**src/rtl/fetch_buffer.sv**
```systemverilog
// Instruction fetch front end: issues one fetch at a time and queues returned
// words with their addresses in a small FIFO for decode.
module fetch_buffer #(
  parameter logic [31:0] RESET_PC = 32'h0000_0000,
  parameter int unsigned DEPTH    = 2
) (
  input  logic        clk,
  input  logic        rst,
  output logic        imem_req,
  output logic [31:0] imem_addr,
  input  logic        imem_ack,
  input  logic [31:0] imem_rdata,
  input  logic        redirect,
  input  logic [31:0] redirect_pc,
  output logic        out_valid,
  input  logic        out_ready,
  output logic [31:0] out_instr,
  output logic [31:0] out_pc
);

  localparam int unsigned PW = $clog2(DEPTH);
  localparam logic [PW:0] FULL = (PW+1)'(DEPTH);

  typedef enum logic [1:0] {IDLE, WAIT, DROP} state_t;

  state_t            state_q, state_d;
  logic [31:0]       fetch_pc_q, fetch_pc_d;
  logic [31:0]       tag_q, tag_d;
  logic [PW:0]       count_q, count_d;
  logic [PW-1:0]     rd_ptr_q, rd_ptr_d;
  logic [PW-1:0]     wr_ptr_q, wr_ptr_d;
  logic [31:0]       instr_mem_q [DEPTH];
  logic [31:0]       instr_mem_d [DEPTH];
  logic [31:0]       pc_mem_q    [DEPTH];
  logic [31:0]       pc_mem_d    [DEPTH];

  logic issue, push, pop;
  logic unused_rpc_lsb;

  assign unused_rpc_lsb = ^redirect_pc[1:0];

  assign issue = (state_q == IDLE) && !redirect && (count_q != FULL);
  assign push  = (state_q == WAIT) && imem_ack && !redirect;
  assign pop   = (count_q != '0) && out_ready && !redirect;

  always_comb begin
    state_d     = state_q;
    fetch_pc_d  = fetch_pc_q;
    tag_d       = tag_q;
    count_d     = count_q;
    rd_ptr_d    = rd_ptr_q;
    wr_ptr_d    = wr_ptr_q;
    instr_mem_d = instr_mem_q;
    pc_mem_d    = pc_mem_q;

    case (state_q)
      IDLE: if (issue) begin
        tag_d      = fetch_pc_q;
        fetch_pc_d = fetch_pc_q + 32'd4;
        state_d    = WAIT;
      end
      WAIT: begin
        if (redirect) state_d = imem_ack ? IDLE : DROP;
        else if (imem_ack) state_d = IDLE;
      end
      DROP: if (imem_ack) state_d = IDLE;
      default: state_d = IDLE;
    endcase

    if (push) begin
      instr_mem_d[wr_ptr_q] = imem_rdata;
      pc_mem_d[wr_ptr_q]    = tag_q;
      wr_ptr_d              = wr_ptr_q + 1'b1;
    end
    if (pop) rd_ptr_d = rd_ptr_q + 1'b1;
    if (push && !pop) count_d = count_q + 1'b1;
    else if (pop && !push) count_d = count_q - 1'b1;

    // Redirect overrides both queue updates and the PC advance above.
    if (redirect) begin
      fetch_pc_d = {redirect_pc[31:2], 2'b00};
      count_d    = '0;
      rd_ptr_d   = '0;
      wr_ptr_d   = '0;
    end
  end

  always_ff @(posedge clk or negedge rst) begin
    if (!rst) begin
      state_q     <= IDLE;
      fetch_pc_q  <= RESET_PC;
      tag_q       <= '0;
      count_q     <= '0;
      rd_ptr_q    <= '0;
      wr_ptr_q    <= '0;
      instr_mem_q <= '{default: '0};
      pc_mem_q    <= '{default: '0};
    end else begin
      state_q     <= state_d;
      fetch_pc_q  <= fetch_pc_d;
      tag_q       <= tag_d;
      count_q     <= count_d;
      rd_ptr_q    <= rd_ptr_d;
      wr_ptr_q    <= wr_ptr_d;
      instr_mem_q <= instr_mem_d;
      pc_mem_q    <= pc_mem_d;
    end
  end

  assign imem_req  = rst && issue;
  assign imem_addr = rst ? fetch_pc_q : '0;
  assign out_valid = rst && (count_q != '0);
  assign out_instr = rst ? instr_mem_q[rd_ptr_q] : '0;
  assign out_pc    = rst ? pc_mem_q[rd_ptr_q] : '0;

endmodule

```
**config.mk**
```make
export PLATFORM = sky130hd
export DESIGN_NAME = fetch_buffer
export DESIGN_NICKNAME = d
export VERILOG_FILES = /design/src/rtl/fetch_buffer.sv
export SDC_FILE = /design/constraint.sdc
export NUM_CORES = 1
export LEC_CHECK = 0
export ABC_AREA = 1
export BUFFER_PORTS_ARGS = -buffer_cell sky130_fd_sc_hd__buf_2
export CAP_MARGIN = 20
export CORE_ASPECT_RATIO = 0.7
export CORE_MARGIN = 5
export CORE_UTILIZATION = 39
export DETAILED_ROUTE_END_ITERATION = 12
export PLACE_DENSITY_LB_ADDON = 0.25
export RECOVER_POWER = 50
export SLEW_MARGIN = 20
export SYNTH_ARGS = -nofsm -noshare
export SYNTH_HDL_FRONTEND = slang
export SYNTH_SLANG_ARGS = --single-unit
```
**constraint.sdc**
```tcl
create_clock -name clk -period 1.89 [get_ports clk]
set_input_delay 0.378 -clock clk [delete_from_list [all_inputs] [get_ports clk]]
set_output_delay 0.378 -clock clk [all_outputs]
set_load 0.005 [all_outputs]
```
# Word level (Yosys, flattened, before mapping)
# Cells that the tools add are included.
[word_totals]
register_bits = 198
input_bits = 69
elab_cells = 75
output_inout_bits = 98
[classes]
bitwise_logic = 2
add_sub_neg = 5
muxes = 28
n_reduce_logical = 23
magnitude_cmp = 3
n_eq_ne = 4
[op_table]
columns = ["cell", "count"]
rows = [
  ["32-bit two-way mux", 13],
  ["64-bit bitwise mux", 2],
  ["32-bit by 3-bit adder with 32-bit output, second input constant", 1],
  ["32-bit demux with 1-bit select", 1],
  ["2-bit two-way mux", 7],
  ["1-bit logical AND", 11],
  ["2-bit nonzero test", 5],
  ["2-bit one-hot mux with 3 select lines", 1],
  ["2-bit >= comparator, second input constant", 2],
  ["1-bit two-way mux", 4],
  ["2-bit inequality test, second input constant", 2],
  ["1-bit NOT with 2-bit output", 2],
  ["2-bit AND reduction", 2],
  ["1-bit logical NOT", 3],
  ["3-bit nonzero test", 1],
  ["1-bit adder, second input constant", 2],
  ["2-bit by 1-bit adder with 2-bit output, second input constant", 1],
  ["2-bit by 1-bit equality test with 1-bit output, second input constant", 1],
  ["2-bit equality test, second input constant", 1],
  ["2-bit logical NOT", 1],
  ["2-bit by 1-bit less-than comparator with 1-bit output, second input constant", 1],
  ["2-bit by 1-bit subtractor with 2-bit output, second input constant", 1],
]

# Logic depth before layout (Yosys ltp)
# Gate-level depths: netlist (run 1).
[depth]
ltp_word = 8
depth_mapped = 10
mapped_depth_nobuf = 10

# Worst setup path before layout (run 1)
# No wires, ideal clock.
[synth_timing]
path_kind = "register to output"
from = "register state_q[1]"
to = "output port imem_req"
stages_incl_launch_ff = 8
arrival_ns = 1.228
required_time_ns = 1.512
n_path_buf = 2
path_slack_ns = 0.284
path_cell_list = "dfrtp_1 > nor2_1 > inv_1 > nor2_4 > nand2_2 > buf_6 > buf_2 > nor2_1"
[synth_via]
elab_chain_cells = 4
[synth_rtl]
columns = ["item", "line", "text"]
rows = [
  ["start, declared", "26", "state_t state_q, state_d;"],
  ["start signal, assigned", "99", "state_q <= state_d;"],
  ["2-bit logical NOT", "42", "assign issue = (state_q == IDLE) && !redirect && (count_q != FULL);"],
  ["1-bit logical AND (2 in series)", "42", ""],
  ["1-bit logical AND", "110", "assign imem_req = rst && issue;"],
  ["end, declared", "9", "output logic imem_req,"],
]
# Every way passes these cells.

# Final worst setup path (run 1)
[layout_timing]
from = "register rd_ptr_q"
to = "output port out_pc[5]"
[layout_via]
elab_chain_cells = 5
[layout_rtl]
columns = ["item", "line", "text"]
rows = [
  ["start, declared", "30", "logic [PW-1:0] rd_ptr_q, rd_ptr_d;"],
  ["start signal, assigned", "103", "rd_ptr_q <= rd_ptr_d;"],
  ["1-bit NOT with 2-bit output (implied by the code)", "114", "assign out_pc = rst ? pc_mem_q[rd_ptr_q] : '0;"],
  ["32-bit two-way mux (implied by the code) (3 in series)", "114", ""],
  ["32-bit two-way mux", "114", ""],
  ["end, declared", "18", "output logic [31:0] out_pc"],
]
# Every way passes these cells. The select of a mux whose other input is x is not followed.

==> summary.txt, run 1 <==
Outcome
  • Status: finished, violations left
  • Failing checks: negative setup slack

GRT
  • First-pass GRT wire length: 41,500 um
  • Gr usage total: 0.190
  • Vias in the first global route: 7,675
  • Pin count of the biggest net entering global routing: 72
  • Gr ovfl total: 0
  • Initial antenna violation count: 0

Clocking
  • Clk buf depth: 2
  • Clock-pin slew on the worst setup and hold paths: 80 ps
  • CTS root buf: clkbuf_16
  • Total CTS buffers: 17
  • TritonCTS clock tree: built
  • Worst-skew pair later-pin latency: 430 ps
  • Clk sinks: 190
  • H-tree level count: 4

STA
  • Worst rel slew slack: 0.439
  • Tcrit/Tclk final: 1.09
  • Final setup viols: 63
  • Setup repair after global routing missed its margin: true
  • Final slew viol count: 0
  • Final setup skew: 11.4 ps
  • Measured slew at the worst slew-check pin: 841 ps
  • Count of final hold-check violations: 0
  • Final period demand of the worst path: 2070 ps
  • Fmax achieved: 484 MHz
  • Setup ws final: -178 ps

Layout
  • Multi-input logic area: between 0.003 and 0.004 sq mm
  • Layout fillers: 2,322
  • Post-layout util: 0.502
  • Diode count: 0
  • Share of post-route cells with drive strength above 1: 0.290
  • Final nets: roughly 1,300
  • FF+latch area: 0.00476 sq mm
  • Final Cell Area: 0.0118 sq mm
  • Area growth syn-to-layout: 27.2%

Synthesis
  • Async S/R FF share, synth: 1.00
  • Unique cell type count in the Yosys netlist: 36
  • Largest area contributor in the netlist: dfrtp_1
  • #FFs+latches synth: between 150 and 200
  • Yosys Warn Count: 0
  • Seq/Total Area, Yosys: 0.513
  • Top cell type's share of synthesized area: 0.513
  • Gate Count Post-Synth: about 1,100
  • Avg Inst Size Synth: around 8.6 sq um
  • Synth top area cells: dfrtp_1, nand2_1, o21ai_0
  • Post-synthesis instance area: 0.00928 sq mm
  • Number of enable flip-flop cells after synthesis: 0
  • Synth Flop Type: dfrtp_1

Pwr
  • Cell Pwr Density: 1480 mW/mm^2
  • Pleak: 5.92 nW
  • Maximum VDD drop: 0.866 mV

Worst setup path
  • Critical path launch point type: flop
  • Crit path kind: reg -> out
  • R2r startpoint: state_q[1]$_DFFE_PN0P_
  • Worst-path maximum fanout: 7
  • Flop2flop setup slack: 60 ps
  • Required time worst endpoint: 1510 ps
  • Setup crit start: rd_ptr_q$_DFFE_PN0P_
  • CP Capture Type: output port
  • WP data arrival: 1690 ps

Die
  • Core Region: 0.0235 sq mm
  • Initial Util: 0.394
  • Die W: 194 um
  • Rows: 47
  • DIE HEIGHT: 139 um
  • Top Ports: 167
  • Die area: 0.0270 sq mm

Detailed routing
  • Vias: roughly 7,900
  • Final WL: 25,800 um
  • Drt first pass iters: 4
  • DR WL/cell: 16.1 um
  • Vias per cell: about 5
  • # DRC: 0
  • DR iter-0 viols: 504
  • Final ANT Viol Nets: 0

Job
  • Max Cap Violations: 0

Placed design
  • Post-DP Area: 0.0106 sq mm
  • IO Port Bufs: 160
  • Dpl hpwl: 17,100 um
  • GP Congestion: 0.901

Min path
  • Min-Delay Path Class: in -> async
Yosys cell counts, types with 14 or more instances:
cell / number
buf_6: 14
nand2_1: 237
inv_1: 141
clkbuf_1: 21
nor2_1: 60
o21ai_0: 134
nand3_1: 28
buf_2: 15
a21oi_1: 70
mux2_2: 56
o21ai_1: 41
dfrtp_1: 190
worst max-delay path, cell delays in order (launching register included):
cell     delay (ps)
dfrtp_4         590
buf_12          180
buf_6           110
o21ai_2          50
a21oi_2         180
buf_2           150
power by group:
group          total (W)  switching (W)  internal [W]  leakage [nW]
Combinational    0.00656        0.00363       0.00292          3.42
Sequential       0.00712        0.00120       0.00592          2.19
Clock            0.00382        0.00179       0.00204         0.303
cells in the final DEF (no fill, tap or decap), types with 6 or more instances in the layout:
| master | Yosys | final |
|---|---|---|
| dlygate4sd3_1 | 0 | 12 |
| o21ai_2 | 0 | 20 |
| buf_12 | 0 | 10 |
| clkbuf_1 | 21 | 12 |
| o21ai_0 | 134 | 91 |
| nand3_1 | 28 | 28 |
| o21ai_1 | 41 | 60 |
| nand2_1 | 237 | 237 |
| buf_4 | 8 | 29 |
| a21oi_2 | 0 | 31 |
| o21bai_1 | 6 | 6 |
| clkbuf_16 | 0 | 19 |
| a21oi_1 | 70 | 38 |
| buf_2 | 15 | 158 |
| nor2_1 | 60 | 59 |
| xor2_1 | 9 | 9 |
| mux2_2 | 56 | 56 |
| inv_1 | 141 | 140 |
| nand4_1 | 9 | 9 |
| dfrtp_1 | 190 | 189 |
cell families after synthesis:
| group | synth area share |
|---|---|
| simple gates | 0.161 |
| xor+xnor | 0.00944 |
| buf+inv | 0.101 |
| other cells | 0.000404 |
| compound gates | 0.146 |
| mux | 0.0680 |
| flops | 0.513 |
| fa+ha+maj | 0.00135 |
final cells by class:
cell class	instances	area share
clock buffers	17	0.0361
clock inverters	15	0.0168
inverters	144	0.0458
multi-input cells	689	0.327
flip-flops and latches	190	0.403
well taps	318	0.0337
repair buffers	233	0.138
worst paths after layout:
kind / end / cells past startpoint
max: out_pc[5] / 5
min: fetch_pc_q[18]$_DFFE_PN0P_ / 2
max reg2reg: fetch_pc_q[17]$_DFFE_PN0P_ / 8
min reg2reg: pc_mem_q[23]$_DFFE_PN0P_ / 2
max in group asynchronous: rd_ptr_q$_DFFE_PN0P_ / 3
min in group clk: state_q[1]$_DFFE_PN0P_ / 2
registers in the layout (all words and copies together), names as in the netlist:
name,cells
count_q,2
wr_ptr_q,1
pc_mem_q,60
fetch_pc_q,30
tag_q,30
rd_ptr_q,1
instr_mem_q,64
state_q,2
per-layer routing:
metal	track usage	wire length, um	vias to the layer above
li1	-	-	3880
met1	0.294	13200	3864
met2	0.274	11100	182
met3	0.0401	1280	20
met4	0.0399	278	0
met5	0	0	-
repair_timing:
item	in CTS	in global routing
setup buffers	2	6
cloned	4	2
resized for setup	59	59
hold buffers	12	0
endpoints found under the hold margin	20	0
endpoints found under the setup margin	63	68
pin swaps	1	17
metrics by stage:
step | power [W] | setup TNS (ps) | hold WS (ps) | cells | worst slack, ps
after CTS | 0.0172 | -7900 | 4.30 | 1598 | -196
after global routing | 0.0188 | -11480 | 24.3 | 1606 | -258
final | 0.0175 | -5940 | 12.6 | 1606 | -178
after global placement | 0.0125 | 0 | 213 | 1548 | 200
after detailed placement | 0.0126 | 0 | 214 | 1548 | 168
after floorplan | 0.0104 | 0 | 82.4 | 1087 | 284
No activity file was read; power rests on OpenSTA's default activity.
==> inputs of run 2 (changes only) <==
CORE_ASPECT_RATIO = 1.75   (was 0.7)
==> summary.txt, run 2 (same netlist as run 1, synthesis figures left out) <==
Die
  • Top Ports: 167
  • Die W: 127 um
  • Rows: 74
  • DIE HEIGHT: around 210 um
  • Die area: 0.0271 sq mm
  • Core Region: approximately 0.023 sq mm
  • Initial Util: 0.396

Detailed routing
  • # DRC: 0
  • Final WL: 25,100 um
  • Vias per cell: 4.92
  • Drt first pass iters: 4
  • DR iter-0 viols: 394
  • Final ANT Viol Nets: 0
  • Vias: between 7,000 and 8,000
  • DR WL/cell: ~16 um

STA
  • Count of final hold-check violations: 0
  • Final slew viol count: 0
  • Final setup skew: between 9 and 10 ps
  • Final period demand of the worst path: 2020 ps
  • Measured slew at the worst slew-check pin: 1280 ps
  • Fmax achieved: 496 MHz
  • Setup TNS: -3660 ps
  • Worst rel slew slack: 0.145
  • Setup repair after global routing missed its margin: true
  • Final setup viols: 60
  • Setup ws final: -126 ps
  • Tcrit/Tclk final: 1.07

Worst setup path
  • Worst-path maximum fanout: 15
  • R2r startpoint: state_q[1]$_DFFE_PN0P_
  • Crit path kind: reg -> out
  • Flop2flop setup slack: about 30 ps
  • CP Capture Type: output port
  • Reg-to-reg critical path endpoint: fetch_pc_q[22]$_DFFE_PN0P_
  • Required time worst endpoint: between 1500 and 2000 ps
  • WP data arrival: 1640 ps
  • Worst Reg-to-Reg Cells: 8
  • Critical path launch point type: flop

Clocking
  • TritonCTS clock tree: built
  • Worst-skew pair later-pin latency: 430 ps
  • Total CTS buffers: 17
  • H-tree level count: 4
  • Clk buf depth: 2
  • Clk sinks: 190
  • CTS root buf: clkbuf_16
  • Clock-pin slew on the worst setup and hold paths: around 70 ps

Placed design
  • Dpl hpwl: 17,400 um
  • Post-Place Setup Slack: 153 ps
  • IO Port Bufs: 160
  • Post-DP Area: 0.0107 sq mm
  • GP Congestion: 0.909

Layout
  • Post-layout util: 0.496
  • Diode count: 0
  • Final nets: 1,347
  • Most frequent cells in the layout: nand2_1, dfrtp_1, buf_2, inv_1, o21ai_0
  • Commonest non-fill, non-tap cell in the layout: nand2_1
  • Area growth syn-to-layout: 25.3%
  • Final Cell Area: between 0.01 and 0.015 sq mm
  • Largest register FFs: 64
  • Share of post-route cells with drive strength above 1: 0.270
  • Largest register by flop count: instr_mem_q
  • Top Registers: instr_mem_q (64), pc_mem_q (60)

Job
  • Max Cap Violations: 0

Outcome
  • Status: finished, violations left
  • Failing checks: negative setup slack

GRT
  • Pin count of the biggest net entering global routing: 38
  • First-pass GRT wire length: 40,700 um
  • Gr ovfl total: 0
  • Vias in the first global route: 8,019
  • Gr usage total: 0.185
  • Initial antenna violation count: 0

Pwr
  • Pleak: 5.90 nW
  • Maximum VDD drop: a little over 0.7 mV
  • Total chip power: 0.0170 W
  • Cell Pwr Density: around 1500 mW/mm^2

Min path
  • Min-Delay Path Class: in -> async
run 2: changes by cell type in the layout (fill, tap and decap cells not counted), moves of 3 or more:
cell           before  now
o21ai_4             4    1
buf_4              29   32
o21ai_1            60   75
o21ai_2            20   16
dlygate4sd3_1      12    6
a21oi_1            38   54
a21oi_2            31   15
clkbuf_1           12   18
o21ai_0            91   83
inv_8               4    0
nor2_1             59   62
run 2: final cells by class:
cell class | instances | area [sq um]
multi-input cells | 689 | 3730
repair buffers | 235 | 1600
flip-flops and latches | 190 | 4760
clock buffers | 19 | 433
well taps | 304 | 380
clock inverters | 12 | 184
fillers | 2338 | 11800
inverters | 144 | 541
run 2: worst max path at each step:
stage,from,end,slack (ps),cells past startpoint
2_1_floorplan,state_q[1]$_DFFE_PN0P_,imem_req,280,7
3_3_place_gp,fetch_pc_q[2]$_DFFE_PN0P_,fetch_pc_q[12]$_DFFE_PN0P_,190,9
3_5_place_dp,state_q[1]$_DFFE_PN0P_,fetch_pc_q[22]$_DFFE_PN0P_,150,7
4_1_cts,rd_ptr_q$_DFFE_PN0P_,out_instr[25],-130,5
5_1_grt,rd_ptr_q$_DFFE_PN0P_,out_instr[5],-170,5
6_report,rd_ptr_q$_DFFE_PN0P_,out_instr[22],-130,5
run 2: power breakdown:
group / internal [W] / total [W] / switching (W)
registers: 0.00592 / 0.00704 / 0.00112
clock network: 0.00222 / 0.00379 / 0.00157
logic: 0.00273 / 0.00619 / 0.00346
run 2: timing repair:
action                                  CTS  global route
gates cloned                              0             3
pin swaps                                 1             3
endpoints found under the hold margin    30             0
endpoints found under the setup margin   62            63
gates resized for setup                  53            43
setup buffers                             5             0
hold buffers                              9             0
run 2: critical path, stage by stage, from the launching register on:
cell and delay (ps):
dfrtp_4 420, buf_12 180, buf_16 170, o21ai_1 70
a21oi_1 200, buf_2 160
run 2: stage by stage:
| stage | hold WS [ps] | cells |
|---|---|---|
| after floorplan | 82.4 | 1087 |
| after global placement | 213 | 1545 |
| after detailed placement | 217 | 1545 |
| after CTS | 18.6 | 1590 |
| after global routing | 45.4 | 1593 |
| final | 53.7 | 1593 |
run 2: layer usage:
layer  wire, um  vias up  global-route usage  share of wire
li1           -     3877                   -              -
met1      10200     3718               0.221           0.41
met2      13000      194               0.324           0.52
met3        940       53              0.0279          0.037
met4        946        0              0.0859          0.038
met5          0        -                   0              0
